**src/rtl/sum_acc_pkg.sv**
```systemverilog
// -----------------------------------------------------------------------------
// sum_acc_pkg
// Shared definitions for the sum_accumulator block.
//   state_t : frame FSM states (ACC = collecting samples, HOLD = result held)
//   OPND_W  : width of one adder result {carry, sum}
//   CNT_W   : width of the per-frame sample counter
// Optional build macro used by this block: SUM_ACC_SATURATE_EN
// -----------------------------------------------------------------------------
package sum_acc_pkg;

    typedef enum logic {
        ACC  = 1'b0,
        HOLD = 1'b1
    } state_t;

    localparam int OPND_W = 4;
    localparam int CNT_W  = 8;

endpackage : sum_acc_pkg

```
**src/rtl/sum_acc_datapath.sv**
```systemverilog
// -----------------------------------------------------------------------------
// sum_acc_datapath
// Combinational accumulate step: next_acc = acc + operand, with carry out.
// Build option SUM_ACC_SATURATE_EN: when defined, a carry clamps the result to
// all-ones; otherwise the result wraps modulo 2^ACC_W.
// Ports:
//   i_acc      [ACC_W-1:0]  current accumulator value
//   i_opnd     [OPND_W-1:0] operand {carry, sum} from the adder stage
//   i_clear                 force next accumulator to zero
//   o_acc_next [ACC_W-1:0]  next accumulator value
//   o_carry                 addition overflowed ACC_W bits
// -----------------------------------------------------------------------------
module sum_acc_datapath
    import sum_acc_pkg::*;
#(
    parameter int ACC_W = 8
) (
    input  logic [ACC_W-1:0]  i_acc,
    input  logic [OPND_W-1:0] i_opnd,
    input  logic              i_clear,
    output logic [ACC_W-1:0]  o_acc_next,
    output logic              o_carry
);

    // One extra bit holds the carry out of the ACC_W-bit sum.
    logic [ACC_W:0] w_sum;

    assign w_sum   = {1'b0, i_acc} + {{(ACC_W + 1 - OPND_W){1'b0}}, i_opnd};
    assign o_carry = w_sum[ACC_W] & ~i_clear;

    always_comb begin
        if (i_clear) begin
            o_acc_next = '0;
        end
`ifdef SUM_ACC_SATURATE_EN
        // Operands are non-negative, so once clamped any further addition
        // either adds zero or carries again: the value stays at all-ones.
        else if (w_sum[ACC_W]) begin
            o_acc_next = '1;
        end
`endif
        else begin
            o_acc_next = w_sum[ACC_W-1:0];
        end
    end

endmodule : sum_acc_datapath

```
**src/rtl/sum_accumulator.sv**
```systemverilog
// -----------------------------------------------------------------------------
// sum_accumulator
// Accumulates adder results ({in_cy, in_sum}) over frames of FRAME_LEN samples
// and holds the frame total, sample count and overflow flag until accepted.
// Build option SUM_ACC_SATURATE_EN: saturate instead of wrap on overflow.
// Ports:
//   clk, rst_n              clock, asynchronous active-low reset
//   in_valid / in_ready     input handshake (in_ready registered)
//   in_sum[2:0], in_cy      operand = {in_cy, in_sum}
//   flush                   close the current frame early if it holds data
//   out_valid / out_ready   output handshake (out_valid registered)
//   out_acc[ACC_W-1:0]      frame total
//   out_count[7:0]          samples in the frame
//   out_ovf                 total exceeded 2^ACC_W-1 during the frame
// -----------------------------------------------------------------------------
module sum_accumulator
    import sum_acc_pkg::*;
#(
    parameter int FRAME_LEN = 8,
    parameter int ACC_W     = 8
) (
    input  logic              clk,
    input  logic              rst_n,
    input  logic              in_valid,
    output logic              in_ready,
    input  logic [2:0]        in_sum,
    input  logic              in_cy,
    input  logic              flush,
    output logic              out_valid,
    input  logic              out_ready,
    output logic [ACC_W-1:0]  out_acc,
    output logic [CNT_W-1:0]  out_count,
    output logic              out_ovf
);

    state_t              r_state;
    logic [ACC_W-1:0]    r_acc;
    logic [CNT_W-1:0]    r_count;
    logic                r_ovf;
    logic                r_in_ready;
    logic                r_out_valid;

    logic [OPND_W-1:0]   w_opnd;
    logic                w_take;
    logic [CNT_W-1:0]    w_cnt_upd;
    logic                w_frame_done;
    logic                w_clear;
    logic [ACC_W-1:0]    w_acc_next;
    logic                w_carry;

    assign w_opnd    = {in_cy, in_sum};
    assign w_take    = in_valid && (r_state == ACC);
    assign w_cnt_upd = r_count + CNT_W'(w_take);

    // A sample accepted together with flush belongs to the frame being closed,
    // so both conditions look at the updated count.
    assign w_frame_done = (w_cnt_upd == CNT_W'(FRAME_LEN)) ||
                          (flush && (w_cnt_upd != '0));

    // In HOLD the datapath only ever supplies the cleared value for the
    // accumulator reload on result acceptance.
    assign w_clear = (r_state == HOLD);

    sum_acc_datapath #(
        .ACC_W (ACC_W)
    ) u_datapath (
        .i_acc      (r_acc),
        .i_opnd     (w_opnd),
        .i_clear    (w_clear),
        .o_acc_next (w_acc_next),
        .o_carry    (w_carry)
    );

    always_ff @(posedge clk or negedge rst_n) begin
        if (!rst_n) begin
            r_state     <= ACC;
            r_acc       <= '0;
            r_count     <= '0;
            r_ovf       <= 1'b0;
            r_in_ready  <= 1'b1;
            r_out_valid <= 1'b0;
        end else begin
            case (r_state)
                ACC: begin
                    if (w_take) begin
                        r_acc   <= w_acc_next;
                        r_count <= w_cnt_upd;
                        r_ovf   <= r_ovf | w_carry;
                    end
                    if (w_frame_done) begin
                        r_state     <= HOLD;
                        r_in_ready  <= 1'b0;
                        r_out_valid <= 1'b1;
                    end
                end
                HOLD: begin
                    // flush and in_valid are ignored while the result is held.
                    if (out_ready) begin
                        r_acc       <= w_acc_next;
                        r_count     <= '0;
                        r_ovf       <= 1'b0;
                        r_state     <= ACC;
                        r_in_ready  <= 1'b1;
                        r_out_valid <= 1'b0;
                    end
                end
                default: begin
                    r_state <= ACC;
                end
            endcase
        end
    end

    assign in_ready  = r_in_ready;
    assign out_valid = r_out_valid;
    assign out_acc   = r_acc;
    assign out_count = r_count;
    assign out_ovf   = r_ovf;

endmodule : sum_accumulator
```
**config.mk**
```make
export PLATFORM = sky130hd
export DESIGN_NAME = sum_accumulator
export DESIGN_NICKNAME = d
export VERILOG_FILES = /design/src/rtl/sum_acc_pkg.sv /design/src/rtl/sum_acc_datapath.sv /design/src/rtl/sum_accumulator.sv
export SDC_FILE = /design/constraint.sdc
export NUM_CORES = 1
export LEC_CHECK = 0
export ABC_CLOCK_PERIOD_IN_PS = 5700
export CAP_MARGIN = 20
export CORE_UTILIZATION = 40
export DETAILED_ROUTE_END_ITERATION = 10
export PLACE_DENSITY = 0.74
export SYNTH_ARGS = -nofsm -noshare
export SYNTH_HDL_FRONTEND = slang
export SYNTH_SLANG_ARGS = --single-unit
```
**constraint.sdc**
```tcl
create_clock -name clk -period 5.7 [get_ports clk]
set_input_delay 1.71 -clock clk [delete_from_list [all_inputs] [get_ports clk]]
set_output_delay 1.71 -clock clk [all_outputs]
set_load 0.02 [all_outputs]
```
Word level (Yosys, flattened, before mapping)
Index checks and enable logic that the tools add are counted.

storage, ports and cells
  bits of input ports = 9
  logic and storage cells = 39
  register bits = 20
  output and inout port bits = 19

cells by class
  add/subtract/negate cells = 2
  reduce and logical (&&, ||, !) cells = 6
  equal/unequal tests = 4
  mux-type cells = 18
  bitwise operators = 3

operators by type and width
  cell                                                                   number
  8-bit 2-to-1 mux                                                       5
  8-bit case mux with 2 select lines                                     2
  8-bit by 4-bit adder with 9-bit output                                 1
  8-bit by 1-bit adder with 8-bit output                                 1
  8-bit by 4-bit equality test with 1-bit output, second input constant  1
  1-bit case mux with 2 select lines                                     4
  8-bit nonzero test                                                     1
  1-bit 2-to-1 mux                                                       7
  2-bit inequality test, second input constant                           3
  2-bit AND reduction                                                    2
  1-bit logical AND                                                      2
  1-bit AND                                                              1
  1-bit logical OR                                                       1
  1-bit NOT                                                              1
  1-bit OR                                                               1

Logic depth before layout (Yosys ltp)
Gate-level depths: netlist of the first run.

  depth after elaboration = 8
  mapped depth = 11

Hierarchy
A second synthesis of the first run with hierarchy kept.

second synthesis, totals
  cells, all modules = 144
  area total of the unflattened synthesis = 1,385.1 um^2

by module, submodules not included
  module            instances  cells each  area each (um^2)
  sum_accumulator   1          100         1,069.8
  sum_acc_datapath  1          44          315.3

Least setup slack after synthesis of the first run
Ideal clock, no wire load.

  path kind = input to register
  start = input port in_valid
  end = register r_state
  library setup time = 0.087 ns
  required time = 5.613 ns
  stages on the path = 11
  slack = 1.812 ns
  arrival = 3.801 ns
  path through = nand2b_1 -> clkbuf_1 -> inv_1 -> clkbuf_1 -> ha_1 -> and3_1 -> buf_6 -> nand2_1 -> a211o_1 -> or4b_4 -> o211ai_1

between the ends
  word-level cells in the longest chain between the ends = 7

ends and longest elaborated chain
  item                                        line                    source
  start, declared                             sum_accumulator.sv:24   input logic in_valid,
  1-bit logical AND (*)                       sum_accumulator.sv:52   assign w_take = in_valid && (r_state == ACC);
  8-bit by 1-bit adder with 8-bit output (*)  sum_accumulator.sv:53   assign w_cnt_upd = r_count + CNT_W'(w_take);
  8-bit nonzero test                          sum_accumulator.sv:58   (flush && (w_cnt_upd != '0));
  1-bit logical AND                           sum_accumulator.sv:58
  1-bit logical OR (*)                        sum_accumulator.sv:57   assign w_frame_done = (w_cnt_upd == CNT_W'(FRAME_LEN)) ||
  1-bit 2-to-1 mux (*)                        sum_accumulator.sv:90   if (w_frame_done) begin
  1-bit case mux with 2 select lines (*)      sum_accumulator.sv:83   case (r_state)
  end signal, assigned                        sum_accumulator.sv:76   r_state <= ACC;
  end signal, assigned                        sum_accumulator.sv:91   r_state <= HOLD;
  end signal, assigned                        sum_accumulator.sv:102  r_state <= ACC;
  end, declared                               sum_accumulator.sv:36   state_t r_state;

Mark *: on every way between the ends. The rest lies on a longest branch, timed or not.
A chain may end at the register's enable or synchronous reset.

Final worst setup path of the first run
Ends and elaborated chain as after synthesis.

==> flow_metrics.py, run 1 <==
metrics = {
    "grt": {
        "grt.total_usage": 0.1852,
        "grt_pass1_vias": 1015,
        "grt_max_degree": 21,
        "grt_first_pass_wirelength_mm": 4.595,
        "grt-ovfl-total": 0,
        "antenna_found_initial": 0,
    },
    "sta": {
        "timing.hold.ws_ns": 0.4981,
        "max-slew-margin-rel": 0.3961,
        "skew_ns": 0.002814,
        "min_period_over_period": 0.7812,
        "max_freq_mhz": 224.6,
        "tightest_slew_ns": 0.9030,
        "rsz0062_at_grt": "no",
        "finalSetupTns_ns": 0,
        "finalCriticalPeriod_ns": 4.453,
        "final_hold_viol_count": 0,
        "slew_viol_final": 0,
        "finalSetupViolCount": 0,
    },
    "clocking": {
        "cts_buffers": 3,
        "clk_pin_slew_ns": 0.12,
        "cts-resized-gates": 0,
        "cts_setup_buffers": 0,
        "cts_tree": "done",
        "clock_path_buffers": 2,
        "clk-insertion-delay-late_ns": 0.31,
        "cts_max_level": 1,
        "cts.sinks": 20,
        "root_buffer": "clkbuf_4",
        "cts_hold_buffers": 0,
    },
    "synthesis": {
        "syn_area_per_cell_um2": 9.458,
        "ys_top_cells_by_area": "dfrtp_1 40%, o21ai_0 7.1%, ha_1 6.3%",
        "synth_nets": 143,
        "yosys-top-cells-count": "19 x dfrtp_1, 17 x o21ai_0, 13 x nand2_1, 8 x nor2_1",
        "synth_edf_count": 0,
        "synthArstFlopShare": 1.000,
        "synth.yosys.warnings": 0,
        "synth_top_cell_by_area": "dfrtp_1",
        "synthFlopType": "dfrtp_1",
        "synthDistinctLibCells": 37,
        "yosys.area.top_type_share": 0.3958,
        "synth_seq_cells": 20,
        "synth_cells": 127,
        "synth_most_common_cell": "dfrtp_1",
        "yosysSeqAreaShare": 0.4177,
        "syn_area_mm2": 0.001201,
    },
    "critical_path": {
        "crit_type": "input pin to flip-flop",
        "worst_setup_path_start_kind": "input pin",
        "worstPathArrival_ns": 4.69,
        "required_ns": 5.93,
        "cp-end-kind": "flip-flop",
        "reg2reg_slack_ns": 2.52,
        "cp_max_fo": 17,
    },
    "floorplanning": {
        "fp-row-count": 19,
        "core_area_mm2": 0.002805,
        "initial_core_util": 0.4282,
        "die-area_mm2": 0.003226,
        "fp.dieH_um": 56.80,
        "num_io_pins": 28,
        "die_w_um": 56.80,
    },
    "hold_path": {
        "min_path_type": "flip-flop to flip-flop",
    },
    "status": {
        "violations": "design-rule violations",
        "status": "complete, but fails checks",
    },
    "final_layout": {
        "nets": 169,
        "diodes": 0,
        "area.growth.synth_to_final_pct": 25.52,
        "fillCellCount": 269,
        "post-route-util": 0.5375,
        "layout-drive-gt1-share": 0.07237,
    },
    "job": {
        "cap_violations": 0,
    },
    "route": {
        "dr.pass1.iters": 7,
        "wl_per_cell_um": 15.14,
        "drc": 2,
        "drt_iter0_drc": 55,
        "drt-vias-per-instance": 5.934,
        "wl_mm": 2.771,
        "ant_nets": 0,
        "vias": 1086,
    },
    "power": {
        "cellPowerDensity_mw_per_mm2": 408.1,
        "p_leak_uw": 0.0006572,
        "ir_worst_vdd_mv": 0.1562,
    },
    "place": {
        "place_congestion": 0.8385,
        "dp_hpwl_mm": 1.976,
        "portBuffers": 27,
    },
}
## placed cells by master, fill, tap and decap left out, drive strengths merged, types with 2 or more instances in the layout
cell and n:
nand4 2, o211ai 2, nand2 13, a31oi 3, inv 5, dfrtp 19, ha 6, clkdlybuf4s50 27
xnor2 6, a22o 4, nor2 8, o31ai 4, o21ai 17, nand3 3, nor3 2, a21oi 5
clkbuf 4, a21o 2, and3 4
## layout make-up
cell class,count,area [µm²],area share
Sequential cell,20,501.7,0.3328
Tap cell,31,38.79,0.02573
Multi-Input combinational cell,96,641.9,0.4257
Timing Repair Buffer,27,270.3,0.1793
Clock buffer,4,36.28,0.02407
Inverter,5,18.77,0.01245
## routing by layer
metal  track usage  vias to the layer above  wire (µm)  share of wire
met5             0                        -          0              0
met2        0.3129                       34       1373           0.50
met1        0.2314                      532       1249           0.45
li1              -                      513          -              -
met3       0.02765                        7         98          0.035
met4       0.08711                        0         49          0.018
## worst max-delay path, cell delays in order
cell and delay, ns:
clkdlybuf4s50_1 0.46, nand2b_1 0.32, inv_1 0.44, ha_1 0.31, and3_1 0.34, and3_1 0.25
a31oi_1 0.17, or4b_4 0.58, o211ai_1 0.10
## path summary, 6_finish.rpt
path,start,end,depth (start not counted)
min reg2reg,in_ready$_DFFE_PN1P_,in_ready$_DFFE_PN1P_,2
max reg2reg,r_state$_DFF_PN0_,r_state$_DFF_PN0_,8
min in group asynchronous,rst_n,out_count[7]$_DFFE_PN0P_,1
max in group asynchronous,rst_n,out_valid$_DFFE_PN0P_,1
max,in_valid,r_state$_DFF_PN0_,9
min,in_ready$_DFFE_PN1P_,in_ready$_DFFE_PN1P_,2
## stage by stage
stage	std cells	power [µW]	worst slack, ns	area [µm²]
floorplan	127	420.4	1.812	1201
global placement	179	522.2	1.110	1471
detailed placement	179	530.9	0.9736	1471
CTS	183	618.6	1.298	1508
global route	183	658.1	1.022	1508
finish	183	615.2	1.247	1508
## state kept, by name, indices dropped and copies added (netlist names)
register	count
in_ready	1
out_acc	8
out_count	8
out_ovf	1
out_valid	1
r_state	1
## cell families after synthesis
kind of cell	count (synthesis)	synth area share
compound gates	44	0.2437
xor+xnor	7	0.05104
simple gates	38	0.1604
fa+ha+maj	7	0.07917
flops	20	0.4177
buf+inv	11	0.04791
## where the power goes
group	internal (µW)	switching, µW
clock network	39.0	47.5
logic	142	162
registers	182	43.3
Note: power is estimated with default switching activity, not from simulation.
==> inputs of run 2 (changes only) <==
ABC_CLOCK_PERIOD_IN_PS = 4500   (was 5700)
clock period = 4.5 ns   (was 5.7 ns; I/O delays follow)
==> run 2 against run 1 <==
Effect of this change:
- the flow still finishes with violations (design-rule violations)
- non-clock buffer count is 2 higher
- hold slack better by 0.0073 ns
- count of clock-buffer cells in the layout stayed put
- first-iteration DRC count is 49% lower
- worst setup slack worse by 0.27 ns
- largest power group unchanged
- highest routed layer unchanged
- die area stayed put
- final cell count is 1.1% higher
- clock skew is 0.0041 ns higher
==> flow_metrics.py, run 2 (synthesized netlist as in run 1, its figures left out) <==
metrics = {
    "floorplanning": {
        "die-area_mm2": 0.003226,
        "num_io_pins": 28,
        "die_w_um": 56.80,
        "fp-row-count": 19,
        "fp.dieH_um": 56.80,
        "core_area_mm2": 0.002805,
        "initial_core_util": 0.4282,
    },
    "place": {
        "place_congestion": 0.8467,
        "portBuffers": 27,
        "dp_hpwl_mm": 2.006,
        "placedCellCount": 181,
    },
    "clocking": {
        "cts_buffers": 3,
        "cts_tree": "done",
        "cts_hold_buffers": 0,
        "cts-resized-gates": 0,
        "cts_max_level": 1,
        "clk-insertion-delay-late_ns": 0.30,
        "cts.sinks": 20,
        "cts_setup_buffers": 0,
        "clock_path_buffers": 2,
        "root_buffer": "clkbuf_4",
        "clk_pin_slew_ns": 0.11,
    },
    "final_layout": {
        "instances_no_fill": 185,
        "area.growth.synth_to_final_pct": 25.94,
        "nets": 171,
        "layout-drive-gt1-share": 0.07792,
        "fillCellCount": 254,
        "final_common_cell": "clkdlybuf4s50_1",
        "diodes": 0,
        "post-route-util": 0.5393,
        "final_cell_mix": "27 x clkdlybuf4s50_1, 19 x dfrtp_1, 17 x o21ai_0, 13 x nand2_1, 8 x nor2_1",
    },
    "grt": {
        "grt_pass1_vias": 1076,
        "grt.total_usage": 0.1946,
        "grt_first_pass_wirelength_mm": 4.899,
        "grt_max_degree": 21,
        "grt-ovfl-total": 0,
        "antenna_found_initial": 0,
    },
    "sta": {
        "max_freq_mhz": 283.9,
        "max-slew-margin-rel": 0.4039,
        "slew_viol_final": 0,
        "finalSetupViolCount": 0,
        "skew_ns": 0.006899,
        "finalSetupTns_ns": 0,
        "rsz0062_at_grt": "no",
        "final_hold_viol_count": 0,
        "min_period_over_period": 0.7828,
        "tightest_slew_ns": 0.8914,
        "finalCriticalPeriod_ns": 3.523,
    },
    "critical_path": {
        "worst_setup_path_start_kind": "input pin",
        "rr_worst_depth": 8,
        "reg2reg_from": "r_state$_DFF_PN0_",
        "cp-end-kind": "flip-flop",
        "reg2reg_slack_ns": 1.91,
        "regToRegEndpoint": "r_state$_DFF_PN0_",
        "cp_max_fo": 7,
        "worstPathArrival_ns": 3.69,
        "setup.worst_path.end": "r_state$_DFF_PN0_",
        "cp-startpoint": "in_valid",
        "required_ns": 4.67,
        "crit_type": "input pin to flip-flop",
    },
    "route": {
        "drt-vias-per-instance": 5.784,
        "dr.pass1.iters": 7,
        "drt_iter0_drc": 28,
        "drc": 2,
        "vias": 1070,
        "ant_nets": 0,
        "wl_per_cell_um": 15.03,
        "wl_mm": 2.780,
    },
    "power": {
        "cellPowerDensity_mw_per_mm2": 509.1,
        "power.total_uw": 770.0,
        "ir_worst_vdd_mv": 0.1777,
        "p_leak_uw": 0.0006608,
    },
    "status": {
        "status": "complete, but fails checks",
        "violations": "design-rule violations",
    },
    "hold_path": {
        "min_path_type": "flip-flop to flip-flop",
        "hold_path.startpoint": "in_ready$_DFFE_PN1P_",
    },
    "job": {
        "cap_violations": 0,
    },
}
==> run 2: changes by cell type in the layout (fill, tap and decap cells not counted) <==
cell | before | now
clkbuf_1 | 0 | 1
buf_4 | 0 | 2
clkbuf_8 | 1 | 0
==> run 2: worst min-delay path by stage <==
stage                             end  slack, ns  depth (start not counted)
2_1_floorplan  out_acc[4]$_DFFE_PN0P_       0.50                          1
3_3_place_gp     in_ready$_DFFE_PN1P_       0.47                          2
3_5_place_dp     in_ready$_DFFE_PN1P_       0.49                          2
4_1_cts          in_ready$_DFFE_PN1P_       0.50                          2
5_1_grt          in_ready$_DFFE_PN1P_       0.53                          2
6_report         in_ready$_DFFE_PN1P_       0.51                          2
==> run 2: power breakdown <==
part	internal, µW	switching (µW)	total [µW]
logic	185	208	393
clock network	34.6	56.9	91.4
registers	230	55.4	285
total	450	321	770
==> run 2: final cells by class <==
type,count,area [µm²],area share
Timing Repair Buffer,29,285.3,0.1886
Tap cell,31,38.79,0.02564
Inverter,5,18.77,0.01241
Clock buffer,4,26.28,0.01737
Sequential cell,20,501.7,0.3317
Multi-Input combinational cell,96,641.9,0.4243
==> run 2: critical path, cell delays in order <==
cell and delay, ns:
clkdlybuf4s50_1 0.46, nand2b_1 0.07, inv_1 0.17, ha_1 0.28
and3_1 0.33, nand2_1 0.09, a211o_1 0.34, o311ai_0 0.44
o211ai_1 0.16
==> run 2: per-stage QoR <==
step                setup slack (ns)  hold slack [ns]  cell area, µm²
floorplan                     0.9723           0.5025            1201
finish                        0.9775           0.5054            1513
global placement              0.8247           0.4727            1486
detailed placement            0.6662           0.4883            1486
global route                  0.7956           0.5329            1513
CTS                           0.9869           0.5047            1513
==> run 2: routing by layer <==
layer | track usage | part of all wire | up-vias
met5 | 0 | 0 | -
met4 | 0.04530 | 0.0090 | 0
met3 | 0.02535 | 0.027 | 2
met2 | 0.3384 | 0.50 | 24
met1 | 0.2569 | 0.46 | 527
li1 | - | - | 517
==> inputs of run 3 (changes only) <==
ABC_CLOCK_PERIOD_IN_PS = 3200   (was 4500)
PLACE_DENSITY = 0.77   (was 0.74)
clock period = 3.2 ns   (was 4.5 ns; I/O delays follow)
==> run 3 against run 2 <==
Effect of this change:
- worst setup slack got worse by 0.74 ns
- cell area increased by 4.6%
- non-clock buffer count increased by 8
- sequential share of layout area decreased by 1.5 points
- the flow still finishes with violations (design-rule violations)
- critical path depth is the same
- critical path type unchanged
==> flow_metrics.py, run 3 (synthesized netlist as in run 1, its figures left out) <==
metrics = {
    "route": {
        "drt_iter0_drc": 39,
        "drc": 6,
        "wl_per_cell_um": 14.40,
        "ant_nets": 0,
        "dr.pass1.iters": 7,
        "vias": 1099,
        "wl_mm": 2.779,
        "drt-vias-per-instance": 5.694,
    },
    "place": {
        "placedCellCount": 189,
        "place_congestion": 0.8972,
        "dp_hpwl_mm": 2.055,
        "placed_area_mm2": 0.001546,
        "portBuffers": 27,
    },
    "final_layout": {
        "final_common_cell": "clkdlybuf4s50_1",
        "stdcell_area_mm2": 0.001583,
        "nets": 179,
        "instances_no_fill": 193,
        "diodes": 0,
        "final_cell_mix": "27 x clkdlybuf4s50_1, 19 x dfrtp_1, 17 x o21ai_0, 13 x nand2_1, 10 x buf_4",
        "post-route-util": 0.5642,
        "layout-drive-gt1-share": 0.1296,
        "fillCellCount": 264,
        "area.growth.synth_to_final_pct": 31.77,
    },
    "clocking": {
        "clk-insertion-delay-late_ns": 0.31,
        "cts-resized-gates": 0,
        "root_buffer": "clkbuf_4",
        "cts_tree": "done",
        "cts_max_level": 1,
        "clk_pin_slew_ns": 0.11,
        "cts.sinks": 20,
        "cts_setup_buffers": 0,
        "cts_buffers": 3,
        "cts_hold_buffers": 0,
        "clock_path_buffers": 2,
    },
    "grt": {
        "grt_pass1_vias": 1017,
        "grt.total_usage": 0.1812,
        "antenna_found_initial": 0,
        "grt-ovfl-total": 0,
        "grt_first_pass_wirelength_mm": 4.533,
        "grt_max_degree": 21,
    },
    "sta": {
        "finalSetupViolCount": 0,
        "max_freq_mhz": 337.0,
        "rsz0062_at_grt": "no",
        "finalSetupTns_ns": 0,
        "timing.hold.ws_ns": 0.5008,
        "tightest_slew_ns": 0.8068,
        "slew_viol_final": 0,
        "skew_ns": 0.007085,
        "max-slew-margin-rel": 0.4621,
        "final_hold_viol_count": 0,
        "finalCriticalPeriod_ns": 2.967,
        "min_period_over_period": 0.9273,
    },
    "status": {
        "status": "complete, but fails checks",
        "violations": "design-rule violations",
    },
    "floorplanning": {
        "fp.dieH_um": 56.80,
        "initial_core_util": 0.4282,
        "fp-row-count": 19,
        "num_io_pins": 28,
        "core_area_mm2": 0.002805,
        "die-area_mm2": 0.003226,
        "die_w_um": 56.80,
    },
    "hold_path": {
        "min_path_type": "flip-flop to flip-flop",
        "hold_path_end": "in_ready$_DFFE_PN1P_",
        "worst_hold_path.num_cells": 2,
        "hold_path.startpoint": "in_ready$_DFFE_PN1P_",
    },
    "power": {
        "p_leak_uw": 0.0007078,
        "cellPowerDensity_mw_per_mm2": 707.2,
        "ir_worst_vdd_mv": 0.4207,
    },
    "job": {
        "cap_violations": 0,
    },
    "critical_path": {
        "rr_worst_depth": 8,
        "cp_max_fo": 5,
        "worstPathArrival_ns": 3.14,
        "cp-end-kind": "flip-flop",
        "crit_type": "input pin to flip-flop",
        "worst_setup_path_start_kind": "input pin",
        "regToRegEndpoint": "r_state$_DFF_PN0_",
        "reg2reg_slack_ns": 0.76,
        "reg2reg_from": "r_state$_DFF_PN0_",
        "required_ns": 3.37,
    },
}
-- run 3: cell types whose count changed in the layout (fill, tap and decap cells not counted) --
| cell | delta |
|---|---|
| clkbuf_1 | -1 |
| clkbuf_8 | +1 |
| buf_4 | +8 |
-- run 3: layout make-up --
cell class	instances	area, µm²	share of cell area
Timing Repair Buffer	37	345.3	0.2182
Clock buffer	4	36.28	0.02292
Tap cell	31	38.79	0.02451
Inverter	5	18.77	0.01186
Sequential cell	20	501.7	0.3170
Multi-Input combinational cell	96	641.9	0.4055
-- run 3: worst max path at each step --
stage,from,end
3_3_place_gp,in_valid,r_state$_DFF_PN0_
6_report,in_valid,r_state$_DFF_PN0_
5_1_grt,in_valid,r_state$_DFF_PN0_
3_5_place_dp,in_valid,r_state$_DFF_PN0_
4_1_cts,in_valid,r_state$_DFF_PN0_
2_1_floorplan,in_valid,r_state$_DFF_PN0_
-- run 3: report_power, final --
| group | leakage (µW) | switching [µW] | internal (µW) | total, µW |
|---|---|---|---|---|
| sequential | 0.000263 | 75.2 | 323 | 398 |
| combinational | 0.000424 | 298 | 273 | 570 |
| clock | 0.0000210 | 81.4 | 69.6 | 151 |
-- run 3: metal layers --
layer	GRT usage	share of wire
met5	0	0
met3	0.05069	0.059
met2	0.3180	0.49
met4	0.04181	0.0076
met1	0.2193	0.44
-- run 3: worst max-delay path: stages --
cell,delay [ns]
clkdlybuf4s50_1,0.46
nand2b_1,0.08
inv_1,0.13
ha_1,0.20
and3_1,0.26
nand2_1,0.07
a211o_1,0.34
o311ai_0,0.48
o211ai_1,0.17
-- run 3: through the flow --
stage          worst slack, ns  power (µW)
6_report                0.2326        1119
5_1_grt                0.08365        1195
4_1_cts                 0.2520        1128
3_5_place_dp          -0.06963       970.8
3_3_place_gp           0.08972       946.2
2_1_floorplan          0.06227       748.8
